[src/rtl/pipe_ctrl_pkg.sv]
// Shared types and constants for the pipeline hazard/flow controller.
package pipe_ctrl_pkg;

  localparam int unsigned REG_ADDR_W = 5;
  localparam int unsigned XLEN       = 32;
  localparam int unsigned STATE_W    = 2;
  localparam int unsigned PERF_W     = 32;

  // x0 is hard-wired, so a write to it never creates a hazard
  localparam logic [REG_ADDR_W-1:0] ZERO_REG = '0;

  // Control polarities as seen by the pipeline registers and the PC
  localparam logic HOLD_ENABLE  = 1'b1;
  localparam logic FLUSH_ENABLE = 1'b1;
  localparam logic JUMP_ENABLE  = 1'b1;

  typedef enum logic [STATE_W-1:0] {
    CTRL_RUN     = 2'd0,
    CTRL_MC_WAIT = 2'd1,
    CTRL_FLUSH   = 2'd2
  } ctrl_state_e;

  // Per-stage control bundle driven to the pipeline
  typedef struct packed {
    logic pc_hold;
    logic if_id_hold;
    logic if_id_flush;
    logic id_ex_hold;
    logic id_ex_flush;
    logic pc_jump_ena;
  } pipe_ctrl_t;

endpackage

[src/rtl/pipe_ctrl_hazard.sv]
// Combinational load-use hazard detector (shared with the forwarding unit).
module pipe_ctrl_hazard
  import pipe_ctrl_pkg::*;
(
  input  logic [REG_ADDR_W-1:0] id_rs1_addr_i,
  input  logic                  id_rs1_r_ena_i,
  input  logic [REG_ADDR_W-1:0] id_rs2_addr_i,
  input  logic                  id_rs2_r_ena_i,
  input  logic                  ex_mem_r_ena_i,
  input  logic [REG_ADDR_W-1:0] ex_reg_w_addr_i,
  output logic                  lu_c
);

  logic rs1_hit;
  logic rs2_hit;

  // A load in EX whose destination is read by the instruction in ID
  always_comb begin
    rs1_hit = id_rs1_r_ena_i && (id_rs1_addr_i == ex_reg_w_addr_i);
    rs2_hit = id_rs2_r_ena_i && (id_rs2_addr_i == ex_reg_w_addr_i);
    lu_c    = ex_mem_r_ena_i && (ex_reg_w_addr_i != ZERO_REG) && (rs1_hit || rs2_hit);
  end

endmodule

[src/rtl/pipe_ctrl.sv]
// Pipeline hazard and flow controller: holds, flushes, PC redirect, perf counters.
module pipe_ctrl
  import pipe_ctrl_pkg::*;
#(
  parameter int unsigned CNT_W             = 6,
  parameter int unsigned JUMP_FLUSH_CYCLES = 2
) (
  input  logic                  clk_100MHz,
  input  logic                  arst_n,
  input  logic [REG_ADDR_W-1:0] id_rs1_addr_i,
  input  logic                  id_rs1_r_ena_i,
  input  logic [REG_ADDR_W-1:0] id_rs2_addr_i,
  input  logic                  id_rs2_r_ena_i,
  input  logic                  ex_mem_r_ena_i,
  input  logic [REG_ADDR_W-1:0] ex_reg_w_addr_i,
  input  logic                  ex_jump_ena_i,
  input  logic [XLEN-1:0]       ex_jump_addr_i,
  input  logic                  ex_mc_start_i,
  input  logic [CNT_W-1:0]      ex_mc_cycles_i,
  input  logic                  bus_hold_i,
  output logic                  pc_hold_o,
  output logic                  if_id_hold_o,
  output logic                  if_id_flush_o,
  output logic                  id_ex_hold_o,
  output logic                  id_ex_flush_o,
  output logic                  pc_jump_ena_o,
  output logic [XLEN-1:0]       pc_jump_addr_o,
  output logic [STATE_W-1:0]    state_o,
  output logic [PERF_W-1:0]     stall_cnt_o,
  output logic [PERF_W-1:0]     flush_cnt_o
);

  localparam logic [CNT_W-1:0] CNT_ONE   = CNT_W'(1);
  localparam logic [CNT_W-1:0] JUMP_LEFT = CNT_W'(JUMP_FLUSH_CYCLES - 1);

  ctrl_state_e       state_q;
  ctrl_state_e       state_d;
  logic [CNT_W-1:0]  cnt_q;
  logic [CNT_W-1:0]  cnt_d;
  logic [PERF_W-1:0] stall_cnt_q;
  logic [PERF_W-1:0] flush_cnt_q;
  pipe_ctrl_t        ctrl_c;
  pipe_ctrl_t        ctrl_gated_c;
  logic [XLEN-1:0]   jump_addr_c;
  logic              lu_c;

  pipe_ctrl_hazard u_hazard (
    .id_rs1_addr_i   (id_rs1_addr_i),
    .id_rs1_r_ena_i  (id_rs1_r_ena_i),
    .id_rs2_addr_i   (id_rs2_addr_i),
    .id_rs2_r_ena_i  (id_rs2_r_ena_i),
    .ex_mem_r_ena_i  (ex_mem_r_ena_i),
    .ex_reg_w_addr_i (ex_reg_w_addr_i),
    .lu_c            (lu_c)
  );

  // State, down-counter and performance counters
  always_ff @(posedge clk_100MHz or negedge arst_n) begin
    if (!arst_n) begin
      state_q     <= CTRL_RUN;
      cnt_q       <= '0;
      stall_cnt_q <= '0;
      flush_cnt_q <= '0;
    end else begin
      state_q     <= state_d;
      cnt_q       <= cnt_d;
      stall_cnt_q <= stall_cnt_q + PERF_W'(ctrl_gated_c.pc_hold);
      flush_cnt_q <= flush_cnt_q + PERF_W'(ctrl_gated_c.pc_jump_ena);
    end
  end

  // Next state and zero-latency controls; a register never sees hold and flush together
  always_comb begin
    state_d     = state_q;
    cnt_d       = cnt_q;
    ctrl_c      = '0;
    jump_addr_c = '0;
    case (state_q)
      CTRL_RUN: begin
        if (ex_jump_ena_i) begin
          ctrl_c.pc_jump_ena = JUMP_ENABLE;
          ctrl_c.if_id_flush = FLUSH_ENABLE;
          ctrl_c.id_ex_flush = FLUSH_ENABLE;
          jump_addr_c        = ex_jump_addr_i;
          if (JUMP_FLUSH_CYCLES > 1) begin
            state_d = CTRL_FLUSH;
            cnt_d   = JUMP_LEFT;
          end
        end else if (bus_hold_i) begin
          ctrl_c.pc_hold    = HOLD_ENABLE;
          ctrl_c.if_id_hold = HOLD_ENABLE;
          ctrl_c.id_ex_hold = HOLD_ENABLE;
        end else if (ex_mc_start_i && (ex_mc_cycles_i != '0)) begin
          ctrl_c.pc_hold    = HOLD_ENABLE;
          ctrl_c.if_id_hold = HOLD_ENABLE;
          ctrl_c.id_ex_hold = HOLD_ENABLE;
          if (ex_mc_cycles_i > CNT_ONE) begin
            state_d = CTRL_MC_WAIT;
            cnt_d   = ex_mc_cycles_i - CNT_ONE;
          end
        end else if (lu_c) begin
          ctrl_c.pc_hold     = HOLD_ENABLE;
          ctrl_c.if_id_hold  = HOLD_ENABLE;
          ctrl_c.id_ex_flush = FLUSH_ENABLE;
        end
      end
      CTRL_MC_WAIT: begin
        ctrl_c.pc_hold    = HOLD_ENABLE;
        ctrl_c.if_id_hold = HOLD_ENABLE;
        ctrl_c.id_ex_hold = HOLD_ENABLE;
        if (cnt_q <= CNT_ONE) begin
          state_d = CTRL_RUN;
          cnt_d   = '0;
        end else begin
          cnt_d = cnt_q - CNT_ONE;
        end
      end
      CTRL_FLUSH: begin
        ctrl_c.if_id_flush = FLUSH_ENABLE;
        ctrl_c.id_ex_flush = FLUSH_ENABLE;
        if (bus_hold_i) begin
          ctrl_c.pc_hold = HOLD_ENABLE;
        end else if (cnt_q <= CNT_ONE) begin
          state_d = CTRL_RUN;
          cnt_d   = '0;
        end else begin
          cnt_d = cnt_q - CNT_ONE;
        end
      end
      default: begin
        state_d = CTRL_RUN;
        cnt_d   = '0;
      end
    endcase
  end

  // Controls are forced inactive while reset is asserted, whatever the inputs
  always_comb begin
    ctrl_gated_c   = arst_n ? ctrl_c : '0;
    pc_hold_o      = ctrl_gated_c.pc_hold;
    if_id_hold_o   = ctrl_gated_c.if_id_hold;
    if_id_flush_o  = ctrl_gated_c.if_id_flush;
    id_ex_hold_o   = ctrl_gated_c.id_ex_hold;
    id_ex_flush_o  = ctrl_gated_c.id_ex_flush;
    pc_jump_ena_o  = ctrl_gated_c.pc_jump_ena;
    pc_jump_addr_o = arst_n ? jump_addr_c : '0;
    state_o        = state_q;
    stall_cnt_o    = stall_cnt_q;
    flush_cnt_o    = flush_cnt_q;
  end

endmodule

[config.mk]
export PLATFORM = sky130hd
export DESIGN_NAME = pipe_ctrl
export DESIGN_NICKNAME = d
export VERILOG_FILES = /design/src/rtl/pipe_ctrl_pkg.sv /design/src/rtl/pipe_ctrl_hazard.sv /design/src/rtl/pipe_ctrl.sv
export SDC_FILE = /design/constraint.sdc
export NUM_CORES = 1
export LEC_CHECK = 0
export CAP_MARGIN = 15
export CORE_MARGIN = 3
export CORE_UTILIZATION = 35
export CTS_CLUSTER_SIZE = 20
export DETAILED_ROUTE_END_ITERATION = 7
export PLACE_DENSITY = 0.68
export SETUP_SLACK_MARGIN = 0.02
export SLEW_MARGIN = 20
export SYNTH_ARGS = -nofsm -noshare
export SYNTH_HDL_FRONTEND = slang
export SYNTH_HIERARCHICAL = 1
export SYNTH_SLANG_ARGS = --single-unit
export TNS_END_PERCENT = 5
[constraint.sdc]
create_clock -name clk_100MHz -period 6.6 [get_ports clk_100MHz]
set_input_delay 1.98 -clock clk_100MHz [delete_from_list [all_inputs] [get_ports clk_100MHz]]
set_output_delay 1.98 -clock clk_100MHz [all_outputs]
set_load 0.02 [all_outputs]
==> summary.txt <==
STA
  – Worst-Margin Slew: 899 ps
  – Fmax: 0.157 GHz
  – Period minus WS final: 6360 ps
  – Max-slew violations: 0
  – Fin crit share: 96.4%
  – Final setup margin: 235 ps
  – Final setup viols: 0
  – Rel. slew slack: 40.1%
  – Clock skew: 14.2 ps
  – RSZ-0062 raised after global routing: false
  – Endpoints failing hold: 0
  – Total negative slack: 0 ps

Die
  – Die Height: 112 um
  – Die X: 112 um
  – IO Pins: 165
  – Core Area: 10,600 um2
  – Die area: 12,500 um2
  – Starting Density: 36.9%
  – # rows: 37

Logic synthesis
  – Syn avg cell area: 10.1 um2
  – Multiplexer area fraction after synthesis: 0.256%
  – Asr flop ratio synth: 100%
  – Top-area cell type share of the netlist area: 46.0%
  – Post-synth EDFFs: 0
  – Syn Std Cell Area: 3920 um2
  – Yosys warning total: 6
  – Compound-Gate Fraction of Synth Area: 5.37%
  – Adder-Cell Fraction of Synth Area: 4.15%
  – Post-Synth XOR/XNOR Area: 16.3%
  – Top cells by count, synth: dfrtp_1 (72), xnor2_1 (45), nand2_1 (36), and2_1 (34), xor2_1 (28)
  – #FFs+latches synth: 72
  – Synth cell types: 47
  – Largest family of logic cells by synthesized area: simple AND/OR/NAND/NOR gates
  – Synth Instances: 386
  – Top FF cell, synth: dfrtp_1
  – Top cells by area, synth: dfrtp_1 (46%), xnor2_1 (10%), xor2_1 (6.3%), and2_1 (5.4%), ha_1 (4.2%)
  – Register area share after synthesis: 46.0%
  – Count leader, synth: dfrtp_1
  – Top cell type by total area after synthesis: dfrtp_1
  – Net Count, Synth: 460
  – Simple-gate share of the synthesized area: 26.1%

Finish
  – Filler cell count: 957
  – Ant. Diodes: 0
  – Layout area overhead: 51.1%
  – Layout cells sized above 1: 6.42%
  – # nets final: 630

Detailed routing
  – Via count: 3,356
  – Iter 0 DRT Violations: 128
  – Pre-antenna DRT Iters: 4
  – Via density: 4.81
  – Post-route ant nets: 0
  – DRC: 0
  – Drt wl/cell: 15.0 um
  – WL final: 10.5 mm

Placed design
  – Hpwl dp: 8.36 mm
  – GP Congestion: 0.848
  – Pre-CTS setup slack: 46.2 ps
  – Port Buffers: 164

Clock tree
  – CTS tree: done
  – CTS clk-pin slew, worst paths: 80 ps
  – Post-CTS Setup Bufs: 0
  – Clk sink count: 72
  – CTS Hold Buffers Added: 0
  – H-tree levels: 3
  – Longest Clk Path Bufs: 2
  – CTS Root Cell: clkbuf_8
  – TritonCTS Buffers: 9
  – Worst skew pair latency: 340 ps

Min path
  – Hold path depth: 1
  – Worst hold path class: flop to flop

Setup path
  – Reg2reg setup slack: 3580 ps
  – Worst R2R Path Depth: 12
  – Critical path type: input pin to output port
  – CP Data Arrival Time: 4380 ps
  – Startpoint types: input pin
  – Crit. End Element: output port
  – Worst-path maximum fanout: 3
  – Required time worst endpoint: 4620 ps

Global routing
  – First-pass GRT wire length: 17.7 mm
  – Gr usage total: 17.1%
  – GR Overflow Total: 0
  – Antenna violations before repair: 0
  – Largest net degree at the start of global routing: 73
  – Vias in the first global route: 3,545

Power and ir drop
  – Maximum vdd drop: 0.000131 V
  – Power Dens Cells: 238 nW/um2
  – Pleak: 2.53 nW

Run
  – Max_cap viols: 0

Outcome
  – Status: complete, no violations
## area by class of cell
type | instances | area (um2) | area share [%]
tap | 136 | 170 | 2.88
multi-input combinational | 296 | 2050 | 34.7
timing repair buffer | 166 | 1650 | 28.0
clock buffer | 9 | 124 | 2.09
clock inverter | 7 | 71.3 | 1.21
sequential | 72 | 1800 | 30.5
inverter | 11 | 41.3 | 0.698
## cell usage in the layout, fill, tap and decap left out, types with 5 or more instances in the layout
cell type,count
nand2_1,36
nor2_1,26
nand4_1,9
clkdlybuf4s50_1,163
o21ai_0,10
dfrtp_1,72
a22o_1,5
nand3_1,24
inv_1,11
and3_1,7
xnor2_1,45
xor2_1,28
nor3_1,7
clkbuf_8,9
ha_1,13
and2_1,34
## critical path, cell delays in order
cell,delay [ps]
clkdlybuf4s50_1,470
xor2_1,200
nor4_2,290
nand3_1,120
a21oi_1,220
nor4_1,110
nor4b_2,320
clkdlybuf4s50_1,660
## final timing paths
check                                          start                         to
setup / recovery                  ex_reg_w_addr_i[0]                  pc_hold_o
hold / removal             stall_cnt_o[31]$_DFF_PN0_  stall_cnt_o[31]$_DFF_PN0_
min in group asynchronous                     arst_n     state_o[0]$_DFFE_PN0P_
max in group asynchronous                     arst_n  stall_cnt_o[22]$_DFF_PN0_
setup reg to reg              state_o[1]$_DFFE_PN0P_  stall_cnt_o[21]$_DFF_PN0_
hold reg to reg            stall_cnt_o[31]$_DFF_PN0_  stall_cnt_o[31]$_DFF_PN0_
## power breakdown
group          switching [mW]  total (mW)  internal [mW]  leakage (nW)
clock                   0.167       0.342          0.175         0.103
combinational           0.270       0.514          0.244          1.45
sequential             0.0615       0.550          0.488         0.977
## per-layer routing
metal | wire, um | share of wire [%] | track usage, % | vias up
met5 | 0 | 0 | 0 | -
met4 | 235 | 2.2 | 6.24 | 0
met3 | 882 | 8.4 | 5.54 | 16
met2 | 5040 | 48 | 28.3 | 129
met1 | 4300 | 41 | 21.0 | 1552
li1 | - | - | - | 1659
## stage by stage
| stage | cell area [um2] | total power, mW | utilization (%) | hold slack, ps | instances |
|---|---|---|---|---|---|
| global route | 5910 | 1.50 | 55.8 | 500 | 697 |
| detailed placement | 5710 | 1.07 | 53.9 | 456 | 681 |
| global placement | 5710 | 1.06 | 53.9 | 456 | 681 |
| CTS | 5910 | 1.42 | 55.7 | 471 | 697 |
| floorplan | 3920 | 0.836 | - | 481 | 386 |
| finish | 5910 | 1.41 | 55.8 | 467 | 697 |
## cells by family (layout without fill, tap and decap cells)
| family | after synthesis | after routing |
|---|---|---|
| buffers and inverters | 18 | 193 |
| adders and majority gates | 13 | 13 |
| AOI/OAI and AO/OA | 32 | 32 |
| xor gates and xnor gates | 73 | 73 |
| DFF | 72 | 72 |
| and+or+nand+nor | 177 | 177 |
| muxes | 1 | 1 |
## registers in the layout, indices dropped and copies added, names as in the netlist
| signal | count |
|---|---|
| cnt_q | 6 |
| flush_cnt_o | 32 |
| stall_cnt_o | 32 |
| state_o | 2 |
## timing repair
action | 4_1_cts | 5_1_grt
gates resized for setup | 0 | 1
endpoints found under the hold margin | 0 | 0
endpoints found under the setup margin | 0 | 1
(Power assumes the default switching activity.)
